### src/rtl/coin_acceptor.sv
// coin_acceptor: synchronises and debounces the two coin-slot sensors, turns each
// clean rising insertion into a 2-bit coin code, queues the codes and hands them
// downstream as single-cycle pulses separated by a minimum idle gap.
module coin_acceptor #(
    parameter int unsigned DEBOUNCE_CYCLES = 4,
    parameter int unsigned FIFO_DEPTH      = 4,
    parameter int unsigned GAP_CYCLES      = 1,
    parameter int unsigned CNT_W           = 8
) (
    input  logic             clk,
    input  logic             rst,
    input  logic             coin5_raw,
    input  logic             coin10_raw,
    input  logic             coin_ready,
    output logic [1:0]       coin,
    output logic             reject,
    output logic             jam,
    output logic [CNT_W-1:0] coin_cnt
);

    localparam int unsigned DB_W    = $clog2(DEBOUNCE_CYCLES + 1);
    localparam int unsigned DB_LAST = DEBOUNCE_CYCLES - 1;
    localparam int unsigned PTR_W   = $clog2(FIFO_DEPTH);
    localparam int unsigned OCC_W   = $clog2(FIFO_DEPTH + 1);
    localparam int unsigned GAP_W   = $clog2(GAP_CYCLES + 1);

    localparam logic [1:0] COIN_NONE = 2'b00;
    localparam logic [1:0] COIN_5    = 2'b01;
    localparam logic [1:0] COIN_10   = 2'b10;

    // Channel index 0 is the 5-unit slot, index 1 the 10-unit slot.
    logic [1:0]       s1_q, s1_d;
    logic [1:0]       s2_q, s2_d;
    logic [1:0]       db_q, db_d;
    logic [DB_W-1:0]  db_cnt_q [2];
    logic [DB_W-1:0]  db_cnt_d [2];

    logic [1:0]       mem_q [FIFO_DEPTH];
    logic [1:0]       mem_d [FIFO_DEPTH];
    logic [PTR_W-1:0] wr_ptr_q, wr_ptr_d;
    logic [PTR_W-1:0] rd_ptr_q, rd_ptr_d;
    logic [OCC_W-1:0] occ_q, occ_d;

    logic [GAP_W-1:0] gap_q, gap_d;
    logic [1:0]       coin_q, coin_d;
    logic             reject_q, reject_d;
    logic             jam_q, jam_d;
    logic [CNT_W-1:0] coin_cnt_q, coin_cnt_d;

    logic [1:0]       rise_c;
    logic             single_c;
    logic             full_c;
    logic             push_c;
    logic             pop_c;
    logic [1:0]       push_code_c;

    assign coin     = coin_q;
    assign reject   = reject_q;
    assign jam      = jam_q;
    assign coin_cnt = coin_cnt_q;

    // Two-flop synchroniser per raw sensor line.
    always_comb begin
        s1_d = {coin10_raw, coin5_raw};
        s2_d = s1_q;
    end

    // Debounce: accept a level only after it differs from db for DEBOUNCE_CYCLES edges.
    always_comb begin
        db_d     = db_q;
        db_cnt_d = db_cnt_q;
        rise_c   = 2'b00;
        for (int i = 0; i < 2; i++) begin
            if (s2_q[i] != db_q[i]) begin
                if (db_cnt_q[i] == DB_W'(DB_LAST)) begin
                    db_d[i]     = s2_q[i];
                    db_cnt_d[i] = '0;
                    rise_c[i]   = s2_q[i];
                end else begin
                    db_cnt_d[i] = db_cnt_q[i] + DB_W'(1);
                end
            end else begin
                db_cnt_d[i] = '0;
            end
        end
    end

    // Event classification: simultaneous rises jam, a lone rise is queued or rejected.
    always_comb begin
        single_c    = rise_c[0] ^ rise_c[1];
        full_c      = (occ_q == OCC_W'(FIFO_DEPTH));
        push_code_c = rise_c[1] ? COIN_10 : COIN_5;
        jam_d       = (rise_c == 2'b11);
        reject_d    = single_c && full_c;
        push_c      = single_c && !full_c;
    end

    // Emit: pop the head when allowed, otherwise drive idle and run down the gap.
    always_comb begin
        pop_c      = (occ_q != '0) && coin_ready && (gap_q == '0);
        coin_d     = COIN_NONE;
        gap_d      = gap_q;
        coin_cnt_d = coin_cnt_q;
        if (pop_c) begin
            coin_d = mem_q[rd_ptr_q];
            gap_d  = GAP_W'(GAP_CYCLES);
            if (coin_cnt_q != {CNT_W{1'b1}}) begin
                coin_cnt_d = coin_cnt_q + CNT_W'(1);
            end
        end else if (gap_q != '0) begin
            gap_d = gap_q - GAP_W'(1);
        end
    end

    // FIFO storage, wrapping pointers and occupancy count.
    always_comb begin
        mem_d    = mem_q;
        wr_ptr_d = wr_ptr_q;
        rd_ptr_d = rd_ptr_q;
        occ_d    = occ_q;
        if (push_c) begin
            mem_d[wr_ptr_q] = push_code_c;
            wr_ptr_d        = wr_ptr_q + PTR_W'(1);
        end
        if (pop_c) begin
            rd_ptr_d = rd_ptr_q + PTR_W'(1);
        end
        unique case ({push_c, pop_c})
            2'b10:   occ_d = occ_q + OCC_W'(1);
            2'b01:   occ_d = occ_q - OCC_W'(1);
            default: occ_d = occ_q;
        endcase
    end

    // State register with synchronous active-low reset; debounced levels reset high.
    always_ff @(posedge clk) begin
        if (!rst) begin
            s1_q       <= 2'b00;
            s2_q       <= 2'b00;
            db_q       <= 2'b11;
            for (int i = 0; i < 2; i++) begin
                db_cnt_q[i] <= '0;
            end
            for (int j = 0; j < int'(FIFO_DEPTH); j++) begin
                mem_q[j] <= COIN_NONE;
            end
            wr_ptr_q   <= '0;
            rd_ptr_q   <= '0;
            occ_q      <= '0;
            gap_q      <= '0;
            coin_q     <= COIN_NONE;
            reject_q   <= 1'b0;
            jam_q      <= 1'b0;
            coin_cnt_q <= '0;
        end else begin
            s1_q       <= s1_d;
            s2_q       <= s2_d;
            db_q       <= db_d;
            db_cnt_q   <= db_cnt_d;
            mem_q      <= mem_d;
            wr_ptr_q   <= wr_ptr_d;
            rd_ptr_q   <= rd_ptr_d;
            occ_q      <= occ_d;
            gap_q      <= gap_d;
            coin_q     <= coin_d;
            reject_q   <= reject_d;
            jam_q      <= jam_d;
            coin_cnt_q <= coin_cnt_d;
        end
    end

endmodule

### config.mk
export PLATFORM = sky130hd
export DESIGN_NAME = coin_acceptor
export DESIGN_NICKNAME = d
export VERILOG_FILES = /design/src/rtl/coin_acceptor.sv
export SDC_FILE = /design/constraint.sdc
export NUM_CORES = 1
export LEC_CHECK = 0
export CORE_UTILIZATION = 45
export DETAILED_ROUTE_END_ITERATION = 10
export GPL_TIMING_DRIVEN = 0
export HOLD_SLACK_MARGIN = 0.06
export PLACE_DENSITY = 0.75
export SETUP_SLACK_MARGIN = 0.4
export SYNTH_ARGS = -nofsm -noshare
export SYNTH_HDL_FRONTEND = slang
export SYNTH_SLANG_ARGS = --single-unit
export TNS_END_PERCENT = 1
### constraint.sdc
create_clock -name clk -period 3.9 [get_ports clk]
set_input_delay 0.78 -clock clk [delete_from_list [all_inputs] [get_ports clk]]
set_output_delay 0.78 -clock clk [all_outputs]
set_load 0.03 [all_outputs]
### After elaboration in Yosys (flattened, before gate mapping)

Cells that the tools add are included.

* add/subtract/negate cells: 8
* bitwise gates (word level): 7
* reduce and logical (&&, ||, !) cells: 14
* multiplexer cells: 14
* order comparisons: 3
* eq/ne operators: 9

Operator list (number)
* 3-bit by 1-bit adder with 3-bit output (second input constant): 3
* 8-bit by 1-bit adder with 8-bit output (second input constant): 1
* 8-bit bitwise mux: 1
* 2-bit 2-to-1 mux: 4
* 8-bit inequality test (second input constant): 1
* 2-bit AND reduction: 4
* 3-bit by 2-bit == test with 1-bit output (second input constant): 2
* 3-bit >= comparator (second input constant): 2
* 1-bit 2-to-1 mux: 6
* 2-bit inverter with 3-bit output: 2
* 3-bit case mux with 2 select lines: 1
* 3-bit OR reduction: 2
* 1-bit logical AND: 5
* 2-bit by 1-bit adder with 2-bit output (second input constant): 2
* 2-bit binary-select mux with 2-bit select: 1
* 2-bit demux with 2-bit select: 1
* 2-bit == test (second input constant): 2
* 1-bit inverter: 4
* 3-bit == test (second input constant): 1
* 3-bit by 1-bit less-than comparator with 1-bit output (second input constant): 1
* 3-bit nonzero test: 1
* 3-bit by 1-bit subtractor with 3-bit output (second input constant): 1
* 2-bit by 1-bit == test with 1-bit output (second input constant): 1
* 1-bit inequality test: 2
* other kinds (4): 4

* register bits after elaboration: 40
* word-level logic and storage cells: 73
* bits of input ports: 5

### Logic depth before layout (Yosys ltp)

* word-level depth: 7
* gate-level depth with buffers: 13
* mapped depth without buffers: 12

### Worst setup path before layout

OpenSTA, ideal clock, no wires.

* path kind: register to register
* from: reg db_cnt_q[0] (netlist name)
* to: reg occ_q[2]
* buffers on the path: 1
* cell stages (with the launch flop): 14
* arrival: 2.841 ns
* library setup time: 0.071 ns
* setup slack: 0.989 ns
* cell sequence: dfxtp_1 > ha_1 > ha_1 > nand2_1 > nor2_1 > ha_1 > a21boi_0 > buf_2 > inv_1 > ha_1 > fa_1 > xnor2_1 > or3_1 > a21oi_1

* longest elaborated chain between the ends: 7
* elaborated cells on any way between the ends: 9
* those cells by class: eq/ne (3); mux (3); bitwise (1); reduce/logical (2)

RTL lines
* start: declaration: RTL line 35 `logic [DB_W-1:0] db_cnt_q [2];`
* start signal: assignment: RTL line 159 `db_cnt_q <= db_cnt_d;`
* 3-bit by 2-bit == test with 1-bit output (*): RTL line 75 `if (db_cnt_q[i] == DB_W'(DB_LAST)) begin`
* 1-bit 2-to-1 mux (*): RTL line 75
* 1-bit 2-to-1 mux (*): RTL line 74 `if (s2_q[i] != db_q[i]) begin`
* 1-bit bitwise XOR (*): RTL line 90 `single_c = rise_c[0] ^ rise_c[1];`
* 1-bit logical AND (*): RTL line 95 `push_c = single_c && !full_c;`
* 2-bit by 1-bit == test with 1-bit output or 2-bit == test (tied branches): RTL line 128 `unique case ({push_c, pop_c})`
* 3-bit case mux with 2 select lines or 2-bit nonzero test (tied branches)
* end signal: assignment: RTL line 149 `occ_q <= '0;`
* end signal: assignment: RTL line 163 `occ_q <= occ_d;`
* end: declaration: RTL line 42 `logic [OCC_W-1:0] occ_q, occ_d;`

Every way passes the cells marked *; elsewhere a longest branch is shown, timed or not.
A chain may end at the register's enable or synchronous reset.

### Worst setup path after layout

Same ends and word-level chain as after synthesis.

==> flow_metrics.tcl <==
set metrics [dict create \
    fin_setup_tns_ns 0 \
    p_leak_nw 0.781 \
    rows 21 \
    syn_area_per_cell_um2 9.91 \
    synth-seq-cells 40 \
    nNetsFinal 211 \
    num_io_pins 17 \
    dieArea_um2 4040 \
    synthToLayoutAreaGrowth_pct 18.1 \
    routed_wl_um 3330 \
    avgViaCountPerCell 5.34 \
    maxSlewViolCount 0 \
    clk_pin_slew_ns 0.08 \
    endpoint_kind "register" \
    h-tree-depth 2 \
    period_minus_slack_ns 3.08 \
    cts_resized 0 \
    cellPowerDensity_nw_per_um2 376 \
    gp_congestion 0.799 \
    design.core.area_um2 3470 \
    required_ns 4.13 \
    grt_first_pass_wirelength_um 5770 \
    via_count 1287 \
    root_buffer "clkbuf_8" \
    netlist_instances 172 \
    synth_top_area_share_pct 47.0 \
    post_cts_buffers 0 \
    power.total_mw 0.757 \
    dp_hpwl_um 2470 \
    critPathLaunchType "register" \
    critPathKind "reg2reg" \
    routedWlPerCell_um 13.8 \
    drive_gt1_share_pct 9.23 \
    ir_drop_uv 213 \
    synthesis.nets 189 \
    yosysWarnings 0 \
    die_h_um 63.5 \
    worstHoldPathCells 1 \
    ys_seq_area_share_pct 47.0 \
    track_usage_pct 18.9 \
    worst_pin_slew_ns 0.479 \
    synth_cell_types 39 \
    hold_path_class "reg2reg" \
    antennaDiodeCount 0 \
    setup_viol 0 \
    critPathMaxFanout 10 \
    rsz0062_at_grt "false" \
    cap_viol_max_count 0 \
    synthFlopType "dfxtp_1" \
    grt_pass1_vias 1287 \
    clock.fmax_mhz 325 \
    drt_iter0_drc 79 \
    synthesis.area_um2 1700 \
    cts_buffers 5 \
    overflow 0 \
    synth_top_area_cell "dfxtp_1" \
    hold_buffers 0 \
    cts_sinks 40 \
    tritoncts "built" \
    synth_edf_count 0 \
    remaining_drc_errors 0 \
    clock_path_buffers 2 \
    reg2reg_depth 13 \
    outcome "finished, final reports clean" \
    start_util_pct 49.1 \
    die_w_um 63.5 \
    min_period_over_period_pct 78.9 \
    clock_skew_ns 0.00417 \
    final_hold_viol_count 0 \
    crit_arrival_ns 3.31 \
    ant_nets 0 \
    dr.pass1.iters 4 \
    relSlewSlack_pct 67.6 \
    grt_antenna_before_repair 0 \
    worst_skew_pair.late_latency_ns 0.30 \
    synth.area.top_cells "dfxtp_1, ha_1, nor2_1, xnor2_1, a21oi_1" \
    port_buffers 15 \
    grt_max_degree 14 \
    async_flop_share_pct 0 \
]
## where the power goes
| part | leakage [nW] | total, mW | switching, mW | internal (mW) |
|---|---|---|---|---|
| sequential | 0.324 | 0.425 | 0.00569 | 0.420 |
| clock | 0.0434 | 0.296 | 0.153 | 0.143 |
| combinational | 0.414 | 0.0356 | 0.0194 | 0.0162 |
| total | 0.781 | 0.757 | 0.178 | 0.579 |
## cell usage after synthesis (3+ instances only)
cell,n
nand3_1,6
dfxtp_1,40
o21a_1,4
inv_1,9
xnor2_1,6
a21boi_0,5
ha_1,11
or3_1,4
and3_1,6
clkbuf_1,4
o21ai_0,3
nand2_1,5
nand2b_1,3
nor2_1,17
and2_1,5
mux2i_1,3
nor3_1,5
a21oi_1,10
## through the flow
step	util (%)	instance area (µm²)	std cells	hold slack [ns]	setup slack (ns)
after CTS	57.9	2010	241	0.435	0.570
after detailed placement	55.1	1910	233	0.423	0.611
after global placement	55.1	1910	233	0.408	0.624
after global routing	58.0	2010	241	0.451	0.438
after floorplan	-	1700	172	0.399	0.989
final	58.0	2010	241	0.434	0.822
## worst max-delay path, cell delays in order, from the launching register on
cell and delay, ns:
dfxtp_1 0.34, ha_1 0.15, ha_1 0.18, nand2_1 0.08, nor2_1 0.27, ha_1 0.23, a21boi_2 0.25, buf_2 0.26
inv_1 0.06, ha_1 0.21, fa_1 0.39, xnor2_1 0.15, or3_1 0.31, a21oi_1 0.14
## cell usage in the layout (no fill, tap or decap), drive strengths merged, types with 4 or more instances in the layout
| cell type | Yosys | layout |
|---|---|---|
| dfxtp | 40 | 40 |
| nor2 | 17 | 17 |
| clkdlybuf4s50 | 0 | 15 |
| ha | 11 | 11 |
| a21oi | 10 | 10 |
| inv | 10 | 10 |
| clkbuf | 4 | 10 |
| xnor2 | 6 | 6 |
| nand3 | 6 | 6 |
| and3 | 6 | 6 |
| nor3 | 5 | 5 |
| nand2 | 5 | 5 |
| and2 | 5 | 5 |
| a21boi | 5 | 5 |
| or3 | 4 | 4 |
| o21a | 4 | 4 |
| nand2b | 4 | 4 |
## layer usage
layer | global-route usage, % | wire (µm)
met1 | 20.9 | 1410
met2 | 31.8 | 1690
met3 | 7.25 | 164
met4 | 8.24 | 72
met5 | 0 | 0
## worst paths after layout
| kind | from | to | slack (ns) |
|---|---|---|---|
| setup / recovery | db_cnt_q[0]$_SDFF_PP0_ | occ_q[2]$_SDFFE_PN0P_ | 0.82 |
| hold reg to reg | db_cnt_q[0]$_SDFF_PP0_ | db_cnt_q[0]$_SDFF_PP0_ | 0.43 |
| hold / removal | db_cnt_q[0]$_SDFF_PP0_ | db_cnt_q[0]$_SDFF_PP0_ | 0.43 |
| setup reg to reg | db_cnt_q[0]$_SDFF_PP0_ | occ_q[2]$_SDFFE_PN0P_ | 0.82 |
## cell families (layout without fill, tap and decap cells)
kind of cell               after synthesis  count (layout)  synth area share, %
and+or+nand+nor                         63              63                 20.6
DFF                                     40              40                 47.0
AOI/OAI and AO/OA                       28              28                 10.7
buffers and inverters                   17              40                 4.48
adders and majority gates               12              12                 9.25
xor gates and xnor gates                 7               7                 3.60
muxes                                    5               5                 4.41
## sequential cells by signal, summed over array words and instances (netlist names)
signal,count
jam,1
wr_ptr_q,2
gap_q,1
occ_q,3
mem_q,8
db_cnt_q,6
db_q,2
s1_q,2
rd_ptr_q,2
reject,1
s2_q,2
coin,2
coin_cnt,8
## cell type report
cell class                 instances  area (µm²)
tap                               46        57.6
buffer                             7        38.8
sequential                        40         801
fill                             296        1460
clock buffer                       6        82.6
multi-input combinational        115         831
inverter                          10        37.5
timing repair buffer              15         150
clock inverter                     2        15.0
(Power assumes the default switching activity.)
